==> src/rtl/ldl_round_pkg.sv <==
// Shared types and helpers for the class-priority round-robin arbiters.
package ldl_round_pkg;

    typedef enum logic {
        IDLE = 1'b0,
        BUSY = 1'b1
    } state_t;

    localparam int RR_MAX = 32;

    // Index of the first set bit of vec[n-1:0] searching ptr+1, ptr+2, ... with wrap at n; -1 if none.
    function automatic int rr_first(input logic [RR_MAX-1:0] vec, input int ptr, input int n);
        int idx;
        rr_first = -1;
        for (int k = n; k >= 1; k--) begin
            idx = (ptr + k) % n;
            if (vec[idx]) rr_first = idx;
        end
    endfunction

endpackage

==> src/rtl/ldl_round_pri_lock_if.sv <==
// Request/grant bundle between requesters and the class-priority lock arbiter.
interface ldl_round_pri_lock_if #(
    parameter int REQ_NUM   = 5,
    parameter int COS_WIDTH = 2,
    parameter int BIN_WIDTH = $clog2(REQ_NUM)
);
    // Handshake: a grant is offered only in a cycle where en=1; ack pulses for one cycle when
    // the new owner is presented, gnt_vld/hot hold until done[bin] or req[bin] drops.
    logic                                en;
    logic [REQ_NUM-1:0]                  req;
    logic [REQ_NUM-1:0][COS_WIDTH-1:0]   cos;
    logic [REQ_NUM-1:0]                  done;
    logic                                ack;
    logic                                gnt_vld;
    logic [REQ_NUM-1:0]                  hot;
    logic [BIN_WIDTH-1:0]                bin;
    logic [BIN_WIDTH-1:0]                pre_bin;
    logic                                aged;

    modport master (
        output en, req, cos, done,
        input  ack, gnt_vld, hot, bin, pre_bin, aged
    );

    modport slave (
        input  en, req, cos, done,
        output ack, gnt_vld, hot, bin, pre_bin, aged
    );
endinterface

==> src/rtl/ldl_rr_pick.sv <==
// Combinational round-robin pick: first set bit of vec after ptr, wrapping at N.
module ldl_rr_pick #(
    parameter int N = 5,
    parameter int W = $clog2(N)
) (
    input  logic [N-1:0] vec,
    input  logic [W-1:0] ptr,
    output logic         found,
    output logic [W-1:0] idx,
    output logic [N-1:0] onehot
);
    localparam int PW = $clog2(2 * N);

    logic [2*N-1:0] dbl;
    logic [2*N-1:0] masked;
    logic [PW-1:0]  pos;

    // Doubling the vector turns the wrap into a plain window [ptr+1, ptr+N].
    always_comb begin
        dbl    = {vec, vec};
        masked = '0;
        for (int j = 0; j < 2 * N; j++) begin
            if (j > int'(ptr) && j <= int'(ptr) + N) masked[j] = dbl[j];
        end
        found = 1'b0;
        pos   = '0;
        for (int j = 2 * N - 1; j >= 0; j--) begin
            if (masked[j]) begin
                found = 1'b1;
                pos   = PW'(j);
            end
        end
        idx    = (int'(pos) >= N) ? W'(int'(pos) - N) : W'(pos);
        onehot = '0;
        if (found) onehot[idx] = 1'b1;
    end
endmodule

==> src/rtl/ldl_round_pri_lock.sv <==
// Class-priority round-robin arbiter with per-requester aging and an optional grant lock.
module ldl_round_pri_lock
    import ldl_round_pkg::*;
#(
    parameter int REQ_NUM   = 5,
    parameter int BIN_WIDTH = $clog2(REQ_NUM),
    parameter int COS_WIDTH = 2,
    parameter int AGE_MAX   = 15,
    parameter int LOCK_EN   = 1
) (
    input  logic                 clk,
    input  logic                 rst_n,
    ldl_round_pri_lock_if.slave  bus,
    output state_t               dbg_state
);
    localparam int AGE_W = $clog2(AGE_MAX + 1);
    localparam int EFF_W = COS_WIDTH + 1;
    localparam logic [AGE_W-1:0] AGE_TOP = AGE_W'(AGE_MAX);

    state_t                           state, state_nxt;
    logic [REQ_NUM-1:0][AGE_W-1:0]    age;
    logic [BIN_WIDTH-1:0]             ptr;
    logic [REQ_NUM-1:0]               promo, cand, win_hot;
    logic [REQ_NUM-1:0][EFF_W-1:0]    eff;
    logic [EFF_W-1:0]                 max_eff;
    logic                             win_found, arb, rel;
    logic [BIN_WIDTH-1:0]             win_idx;

    logic                             ack_q, gnt_q, aged_q;
    logic [REQ_NUM-1:0]               hot_q;
    logic [BIN_WIDTH-1:0]             bin_q, pre_q;

    // A saturated age becomes the top bit of the effective class, outranking any cos.
    always_comb begin
        promo   = '0;
        eff     = '0;
        cand    = '0;
        max_eff = '0;
        for (int i = 0; i < REQ_NUM; i++) begin
            promo[i] = (age[i] == AGE_TOP);
            eff[i]   = {promo[i], bus.cos[i]};
            if (bus.req[i] && eff[i] > max_eff) max_eff = eff[i];
        end
        for (int i = 0; i < REQ_NUM; i++) begin
            cand[i] = bus.req[i] && (eff[i] == max_eff);
        end
    end

    ldl_rr_pick #(.N(REQ_NUM), .W(BIN_WIDTH)) u_pick (
        .vec    (cand),
        .ptr    (ptr),
        .found  (win_found),
        .idx    (win_idx),
        .onehot (win_hot)
    );

    assign arb = (state == IDLE) && bus.en && win_found;
    assign rel = (state == BUSY) && (bus.done[bin_q] || !bus.req[bin_q]);

    always_comb begin
        state_nxt = state;
        case (state)
            IDLE:    if (arb && LOCK_EN != 0) state_nxt = BUSY;
            BUSY:    if (rel) state_nxt = IDLE;
            default: state_nxt = IDLE;
        endcase
    end

    always_ff @(posedge clk or negedge rst_n) begin
        if (!rst_n) begin
            state  <= IDLE;
            ptr    <= BIN_WIDTH'(REQ_NUM - 1);
            ack_q  <= 1'b0;
            gnt_q  <= 1'b0;
            aged_q <= 1'b0;
            hot_q  <= '0;
            bin_q  <= '0;
            pre_q  <= '0;
        end else begin
            state <= state_nxt;
            ack_q <= arb;
            if (arb) begin
                hot_q  <= win_hot;
                bin_q  <= win_idx;
                pre_q  <= bin_q;
                aged_q <= promo[win_idx];
                gnt_q  <= 1'b1;
                ptr    <= win_idx;
            end else if (LOCK_EN == 0 || rel) begin
                hot_q  <= '0;
                gnt_q  <= 1'b0;
                aged_q <= 1'b0;
            end
        end
    end

    // Ages move only on arbitration cycles, except that an idle requester always forgets its wait.
    always_ff @(posedge clk or negedge rst_n) begin
        if (!rst_n) begin
            age <= '0;
        end else begin
            for (int i = 0; i < REQ_NUM; i++) begin
                if (!bus.req[i]) begin
                    age[i] <= '0;
                end else if (arb) begin
                    if (win_hot[i])            age[i] <= '0;
                    else if (age[i] != AGE_TOP) age[i] <= age[i] + AGE_W'(1);
                end
            end
        end
    end

    assign bus.ack     = ack_q;
    assign bus.gnt_vld = gnt_q;
    assign bus.hot     = hot_q;
    assign bus.bin     = bin_q;
    assign bus.pre_bin = pre_q;
    assign bus.aged    = aged_q;
    assign dbg_state   = state;
endmodule

==> src/flat_wrapper.sv <==
// flat-port wrapper written by rule: the top's interface ports become plain ports
module ldl_round_pri_lock_flat import ldl_round_pkg::*;
#(
    parameter int REQ_NUM   = 5,
    parameter int BIN_WIDTH = $clog2(REQ_NUM),
    parameter int COS_WIDTH = 2,
    parameter int AGE_MAX   = 15,
    parameter int LOCK_EN   = 1
)
  (clk, rst_n, dbg_state, bus_en, bus_req, bus_cos, bus_done, bus_ack, bus_gnt_vld, bus_hot, bus_bin, bus_pre_bin, bus_aged);
  ldl_round_pri_lock_if #(.REQ_NUM(REQ_NUM), .COS_WIDTH(COS_WIDTH), .BIN_WIDTH(BIN_WIDTH)) bus_i ();
  input  logic clk;
  input  logic rst_n;
  output state_t dbg_state;
  input wire logic [$bits(bus_i.en)-1:0] bus_en;
  input wire logic [$bits(bus_i.req)-1:0] bus_req;
  input wire logic [$bits(bus_i.cos)-1:0] bus_cos;
  input wire logic [$bits(bus_i.done)-1:0] bus_done;
  output wire logic [$bits(bus_i.ack)-1:0] bus_ack;
  output wire logic [$bits(bus_i.gnt_vld)-1:0] bus_gnt_vld;
  output wire logic [$bits(bus_i.hot)-1:0] bus_hot;
  output wire logic [$bits(bus_i.bin)-1:0] bus_bin;
  output wire logic [$bits(bus_i.pre_bin)-1:0] bus_pre_bin;
  output wire logic [$bits(bus_i.aged)-1:0] bus_aged;
  assign bus_i.en = bus_en;
  assign bus_i.req = bus_req;
  assign bus_i.cos = bus_cos;
  assign bus_i.done = bus_done;
  assign bus_ack = bus_i.ack;
  assign bus_gnt_vld = bus_i.gnt_vld;
  assign bus_hot = bus_i.hot;
  assign bus_bin = bus_i.bin;
  assign bus_pre_bin = bus_i.pre_bin;
  assign bus_aged = bus_i.aged;
  ldl_round_pri_lock #(.REQ_NUM(REQ_NUM), .BIN_WIDTH(BIN_WIDTH), .COS_WIDTH(COS_WIDTH), .AGE_MAX(AGE_MAX), .LOCK_EN(LOCK_EN)) u_core (.clk(clk), .rst_n(rst_n), .bus(bus_i), .dbg_state(dbg_state));
endmodule
==> config.mk <==
export PLATFORM = sky130hd
export DESIGN_NAME = ldl_round_pri_lock_flat
export DESIGN_NICKNAME = d
export VERILOG_FILES = /design/src/rtl/ldl_round_pkg.sv /design/src/rtl/ldl_round_pri_lock_if.sv /design/src/rtl/ldl_rr_pick.sv /design/src/rtl/ldl_round_pri_lock.sv /design/src/flat_wrapper.sv
export SDC_FILE = /design/constraint.sdc
export NUM_CORES = 1
export LEC_CHECK = 0
export BUFFER_PORTS_ARGS = -buffer_cell sky130_fd_sc_hd__buf_2
export CORE_MARGIN = 2
export CORE_UTILIZATION = 56
export CTS_BUF_LIST = sky130_fd_sc_hd__clkbuf_8
export DETAILED_ROUTE_END_ITERATION = 16
export PLACE_DENSITY = 0.88
export REMOVE_ABC_BUFFERS = 1
export SLEW_MARGIN = 20
export SYNTH_ARGS = -nofsm -noshare
export SYNTH_HDL_FRONTEND = slang
export SYNTH_SLANG_ARGS = --single-unit
==> constraint.sdc <==
create_clock -name clk -period 8.6 [get_ports clk]
set_input_delay 0.86 -clock clk [delete_from_list [all_inputs] [get_ports clk]]
set_output_delay 0.86 -clock clk [all_outputs]
set_load 0.01 [all_outputs]
==> results of run 1 <==
-- worst min-delay path: stages (launching register included) --
cell and delay (ps):
dfrtp_1 340, nand2_1 50, nand2_1 50
-- stage by stage --
step	power, mW	setup WS, ps	std cells	util (%)
after floorplan	0.7622	40.22	435	-
after global placement	0.9540	181.8	577	61.17
after global routing	1.300	-294.6	598	67.04
final	1.220	147.9	598	67.04
after CTS	1.116	0.2656	585	62.59
after detailed placement	0.9874	-92.05	577	61.17
-- state kept, by name, indices dropped and copies added, names as in the netlist --
signal,cells
u_core.ptr,3
u_core.age,20
u_core.bus.bin,1
u_core.bus.aged,1
u_core.dbg_state,1
u_core.bus.ack,1
u_core.bus.gnt_vld,1
u_core.bus.hot,5
u_core.bus.pre_bin,3
-- final timing paths --
check / from / to / slack (ps) / depth (start not counted)
min in group asynchronous: rst_n / u_core.bus.pre_bin[2] / 650 / 1
max reg2reg: u_core.age[1] / u_core.age[0] / 150 / 41
max: u_core.age[1] / u_core.age[0] / 150 / 41
min reg2reg: u_core.bus.gnt_vld / u_core.bus.gnt_vld / 480 / 2
max in group asynchronous: rst_n / u_core.age[0] / 7370 / 1
min: u_core.bus.gnt_vld / u_core.bus.gnt_vld / 480 / 2
-- kinds of logic after synthesis --
logic type                 synth area share (%)
and+or+nand+nor                           28.70
buffers and inverters                     7.501
xor gates and xnor gates                  2.055
adders and majority gates                 7.502
DFF                                       23.52
AOI/OAI and AO/OA                         28.83
muxes                                     1.892
-- metal layers --
layer / vias up / track usage, %
met1: 1913 / 36.95
li1: 1828 / -
met5: - / 0
met4: 0 / 11.79
met3: 44 / 5.238
met2: 224 / 47.27
-- cells in the mapped netlist, types with 4 or more instances --
cell / count / area share (%)
o21ai_1: 14 / 1.8
o21ai_0: 19 / 2.5
a21oi_1: 34 / 4.4
dfrtp_1: 35 / 23
nor4b_1: 4 / 0.91
and2_1: 8 / 1.3
o21a_1: 6 / 1.2
mux2i_1: 5 / 1.3
inv_1: 16 / 1.6
a21o_1: 6 / 1.2
ha_1: 23 / 7.5
o22ai_1: 5 / 0.82
a22oi_1: 4 / 0.78
a211oi_1: 5 / 0.98
nor3_1: 11 / 1.4
nand2b_1: 6 / 0.98
o211ai_1: 6 / 1.2
and3_1: 7 / 1.1
nand3_1: 19 / 2.5
nor2_1: 33 / 3.2
buf_2: 7 / 0.91
xnor2_1: 8 / 1.8
buf_6: 4 / 1.2
clkbuf_1: 4 / 0.39
o311ai_1: 4 / 0.91
nand2_1: 56 / 5.5
nand4_1: 4 / 0.65
-- power groups by stage --
stage / logic [mW] / clock network, mW / registers (mW)
5_1_grt: 0.900 / 0.136 / 0.264
6_report: 0.837 / 0.127 / 0.257
4_1_cts: 0.734 / 0.129 / 0.254
2_1_floorplan: 0.504 / 0 / 0.259
3_3_place_gp: 0.700 / 0 / 0.254
3_5_place_dp: 0.731 / 0 / 0.256
-- layout make-up --
type                       instances  share of cell area [%]
multi-input combinational        380                   62.92
sequential                        36                   20.06
timing repair buffer              75                   11.06
tap                               80                   2.222
clock buffer                       6                   1.833
inverter                          19                   1.694
clock inverter                     2                  0.2222
-- repair_timing --
action | 4_1_cts | 5_1_grt
buffers inserted | 0 | 13
gates resized for setup | 1 | 43
pin swaps | 1 | 22
hold endpoints to repair | 0 | 0
hold buffers | 0 | 0
setup endpoints to repair | 4 | 28
==> flow_metrics.env, run 1 <==
export IMPL_status="completed"
export IMPL_clkSinkCount=36
export IMPL_finalClockSkew_ps=8.849
export IMPL_grt_pass1_wl_um=17300
export IMPL_hpwlAfterDp_um=8111
export IMPL_pwr_share_comb_pct=68.6
export IMPL_ant_nets=0
export IMPL_path_class="reg2reg"
export IMPL_yosysUniqueCellTypes=94
export IMPL_synth_cells=458
export IMPL_worst_pin_slew_ps=825.8
export IMPL_post_dp_cell_area_mm2=0.004110
export IMPL_route_layer_met1_wl_um=4718
export IMPL_cts_tree="built"
export IMPL_p_sw_share_pct=48.16
export IMPL_crit_family="compound AO/OA/AOI/OAI gates"
export IMPL_grt_pass1_vias=3658
export IMPL_grt_overflow=0
export IMPL_dr_max_layer_used="met4"
export IMPL_ir_worst_vdd_v=0.0002604
export IMPL_slew_viol_final=0
export IMPL_die_area_mm2=0.007528
export IMPL_wl_met2_um=5478
export IMPL_final_nets=563
export IMPL_drc=0
export IMPL_seqCellArea_um2=903.4
export IMPL_final_cell_mix="nand2_1 (54), buf_2 (37), dfrtp_1 (34), buf_4 (33), a21oi_1 (32)"
export IMPL_slowest_delay_ps=420
export IMPL_clk_pin_slew_ps=70
export IMPL_slew_headroom_pct=44.95
export IMPL_port_buffers=37
export IMPL_final_common_cell="nand2_1"
export IMPL_viasPerCell=6.704
export IMPL_fillers=520
export IMPL_intPower_mw=0.6326
export IMPL_path_max_fanout=8
export IMPL_crit_path_end_kind="flip-flop"
export IMPL_critPathMostFrequentCell="ha_1"
export IMPL_cap_violations=0
export IMPL_yosysSeqAreaShare_pct=23.52
export IMPL_antenna_cells=0
export IMPL_cp_required_ps=8820
export IMPL_p_clk_share_pct=10.4
export IMPL_fp_row_count=30
export IMPL_post_route_min_period_ps=8452
export IMPL_drtPass1Iterations=5
export IMPL_powerDensity_mw_per_mm2=270.9
export IMPL_io_pins=38
export IMPL_drt_iter0_markers=449
export IMPL_wl_met3_um=851
export IMPL_grt_use_total_pct=28.67
export IMPL_hold_path_class="reg2reg"
export IMPL_p_seq_share_pct=21.0
export IMPL_gp_congestion=1.065
export IMPL_cp_start_kind="flip-flop"
export IMPL_multi_input_area_mm2=0.002834
export IMPL_routed_wl_um=11360
export IMPL_grt_max_degree=45
export IMPL_core_area_mm2=0.006719
export IMPL_synth_edff_count=0
export IMPL_avgRoutedWirePerCell_um=18.99
export IMPL_setup_viol=0
export IMPL_switchingPower_mw=0.5876
export IMPL_fin_area_mm2=0.004504
export IMPL_syn2layout_area_growth_pct=17.42
export IMPL_cp_buffers_inverters=4
export IMPL_finalSetupTns_ps=0
export IMPL_clk_latency_ps=300
export IMPL_holdWs_ps=477.8
export IMPL_cts_buffer_depth=2
export IMPL_yosysWarnings=0
export IMPL_finalCritPeriodShare_pct=98.28
export IMPL_numCtsBuffers=5
export IMPL_cp_slowest_cell="o211ai_1"
export IMPL_htreeDepth=2
export IMPL_arrival_ps=8680
export IMPL_die_h_um=86.77
export IMPL_initial_core_util_pct=57.09
export IMPL_synth_seq_cells=36
export IMPL_antenna_found_initial=0
export IMPL_synth_main_ff_cell="dfrtp_1"
export IMPL_async_flop_share_pct=100.0
export IMPL_die_w_um=86.77
export IMPL_drive_gt1_share_pct=31.08
export IMPL_synth_area_mm2=0.003836
export IMPL_syn_avg_cell_area_um2=8.376
export IMPL_p_leak_nw=2.037
export IMPL_fmax_mhz=118.3
export IMPL_vias=4009
export IMPL_cts_root_buffer="clkbuf_8"
export IMPL_hold_viol=0
Power figures use the tool's default switching activity.
==> run 2, diff against run 1 <==
Settings changed: REMOVE_ABC_BUFFERS 1 to not set.
==> run 2 against run 1 <==
Net effect: sequential power is essentially flat; clock power grew 3%; die area is the same; largest cell class unchanged; highest routed layer unchanged.
==> flow_metrics.env, run 2 (synthesis gave the netlist of run 1 again) <==
export IMPL_drc=0
export IMPL_grt_use_total_pct=28.33
export IMPL_fillers=533
export IMPL_routed_wl_um=10850
export IMPL_post_dp_cell_area_mm2=0.004095
export IMPL_post_route_min_period_ps=8342
export IMPL_slowest_delay_ps=370
export IMPL_finalCritPeriodShare_pct=97.00
export IMPL_path_max_fanout=10
export IMPL_slew_viol_final=0
export IMPL_vias=3901
export IMPL_grt_overflow=0
export IMPL_crit_start="bus_req[0]"
export IMPL_cts_tree="built"
export IMPL_powerDensity_mw_per_mm2=277.5
export IMPL_htreeDepth=2
export IMPL_io_pins=38
export IMPL_port_buffers=37
export IMPL_largest_register="u_core.age"
export IMPL_p_leak_nw=2.003
export IMPL_post_route_util_pct=65.57
export IMPL_cts_buffer_depth=2
export IMPL_cp_required_ps=8800
export IMPL_numCtsBuffers=5
export IMPL_clkSinkCount=36
export IMPL_syn_nets=504
export IMPL_antenna_cells=0
export IMPL_r2r_start="u_core.age[0]"
export IMPL_gp_congestion=0.9648
export IMPL_cap_violations=0
export IMPL_fmax_mhz=119.9
export IMPL_critPathMostFrequentCell="ha_1"
export IMPL_crit_path_end_kind="flip-flop"
export IMPL_fp_row_count=30
export IMPL_finalWorstSetupSlack_ps=257.8
export IMPL_hold_path_class="reg2reg"
export IMPL_ant_nets=0
export IMPL_antenna_found_initial=0
export IMPL_clk_pin_slew_ps=70
export IMPL_worst_pin_slew_ps=800.5
export IMPL_min_from="u_core.bus.gnt_vld"
export IMPL_setup_viol=0
export IMPL_cp_start_kind="input port"
export IMPL_hpwlAfterDp_um=7789
export IMPL_initial_core_util_pct=57.09
export IMPL_path_class="in2reg"
export IMPL_drive_gt1_share_pct=28.24
export IMPL_die_area_mm2=0.007528
export IMPL_hold_viol=0
export IMPL_syn2layout_area_growth_pct=14.84
export IMPL_final_common_cell="nand2_1"
export IMPL_dpl_cell_count=575
export IMPL_grt_max_degree=45
export IMPL_cp_slowest_cell="mux2_2"
export IMPL_grt_pass1_vias=3625
export IMPL_final_cell_mix="nand2_1 (54), buf_2 (36), a21oi_1 (33), dfrtp_1 (33), nor2_1 (31)"
export IMPL_core_area_mm2=0.006719
export IMPL_arrival_ps=8540
export IMPL_status="completed"
export IMPL_die_h_um=86.77
export IMPL_fin_area_mm2=0.004405
export IMPL_grt_pass1_wl_um=17080
export IMPL_cts_root_buffer="clkbuf_8"
export IMPL_ir_worst_vdd_v=0.0002060
export IMPL_instances_no_fill=590
export IMPL_finalClockSkew_ps=6.563
export IMPL_final_nets=556
export IMPL_drt_iter0_markers=286
export IMPL_die_w_um=86.77
export IMPL_slew_headroom_pct=46.64
export IMPL_largest_reg_flops=20
export IMPL_viasPerCell=6.612
export IMPL_avgRoutedWirePerCell_um=18.39
export IMPL_pre_cts_ws_ps=-235.3
export IMPL_clk_latency_ps=290
export IMPL_drtPass1Iterations=5
export IMPL_finalPower_mw=1.222
export IMPL_r2r_slack_ps=320
==> run 2: changes by cell type in the layout (fill, tap and decap cells not counted), moves of 2 or more <==
cell | previous run | this run
o21ai_0 | 16 | 19
o21ai_1 | 17 | 14
buf_6 | 4 | 0
a22oi_1 | 1 | 3
a22oi_2 | 3 | 1
clkinv_2 | 2 | 0
buf_4 | 33 | 30
==> run 2: power by group <==
group	switching [mW]	total [mW]	leakage, nW	internal, mW
Clock	0.0596	0.131	0.0503	0.0713
Combinational	0.469	0.834	1.47	0.365
Sequential	0.0484	0.257	0.484	0.209
Total	0.577	1.22	2.00	0.645
==> run 2: layer usage <==
metal / vias to the layer above / global-route usage [%] / share of wire, %
met5: - / 0 / 0
met4: 0 / 14.35 / 4.0
met3: 36 / 3.333 / 7.2
met2: 215 / 45.52 / 48
met1: 1843 / 37.57 / 41
li1: 1807 / - / -
==> run 2: final cells by class <==
| type | count | area, um2 | share of cell area (%) |
|---|---|---|---|
| clock buffers | 7 | 96.34 | 2.187 |
| inverters | 19 | 76.32 | 1.732 |
| multi-input cells | 380 | 2795 | 63.45 |
| flip-flops and latches | 36 | 904.6 | 20.53 |
| well taps | 80 | 100.1 | 2.272 |
| repair buffers | 68 | 432.9 | 9.827 |
==> run 2: worst max-delay path, delay by kind of cell <==
| kind | cells | cell delay (ps) |
|---|---|---|
| fa+ha+maj | 5 | 1400 |
| mux | 3 | 660 |
| simple gates | 13 | 2340 |
| buf+inv | 4 | 690 |
| compound gates | 12 | 2570 |
==> run 2: final timing paths <==
| path | cells past startpoint | endpoint |
|---|---|---|
| max | 37 | u_core.bus.aged |
| min | 2 | u_core.bus.gnt_vld |
| max reg2reg | 39 | u_core.bus.aged |
| min reg2reg | 2 | u_core.bus.gnt_vld |
| max in group asynchronous | 1 | u_core.age[0] |
| min in group asynchronous | 1 | u_core.age[5] |
==> run 2: stage by stage <==
stage,setup TNS [ps],hold slack (ps)
final,0,483.7
after detailed placement,-3044,463.8
after global routing,-698.5,514.1
after CTS,0,483.7
after floorplan,0,509.4
after global placement,-32.51,454.9
==> run 2: what timing repair did <==
action | in CTS | in global routing
setup buffers | 0 | 8
hold buffers | 0 | 0
pin swaps | 1 | 9
endpoints found under the hold margin | 0 | 0
endpoints found under the setup margin | 3 | 30
resized for setup | 0 | 28
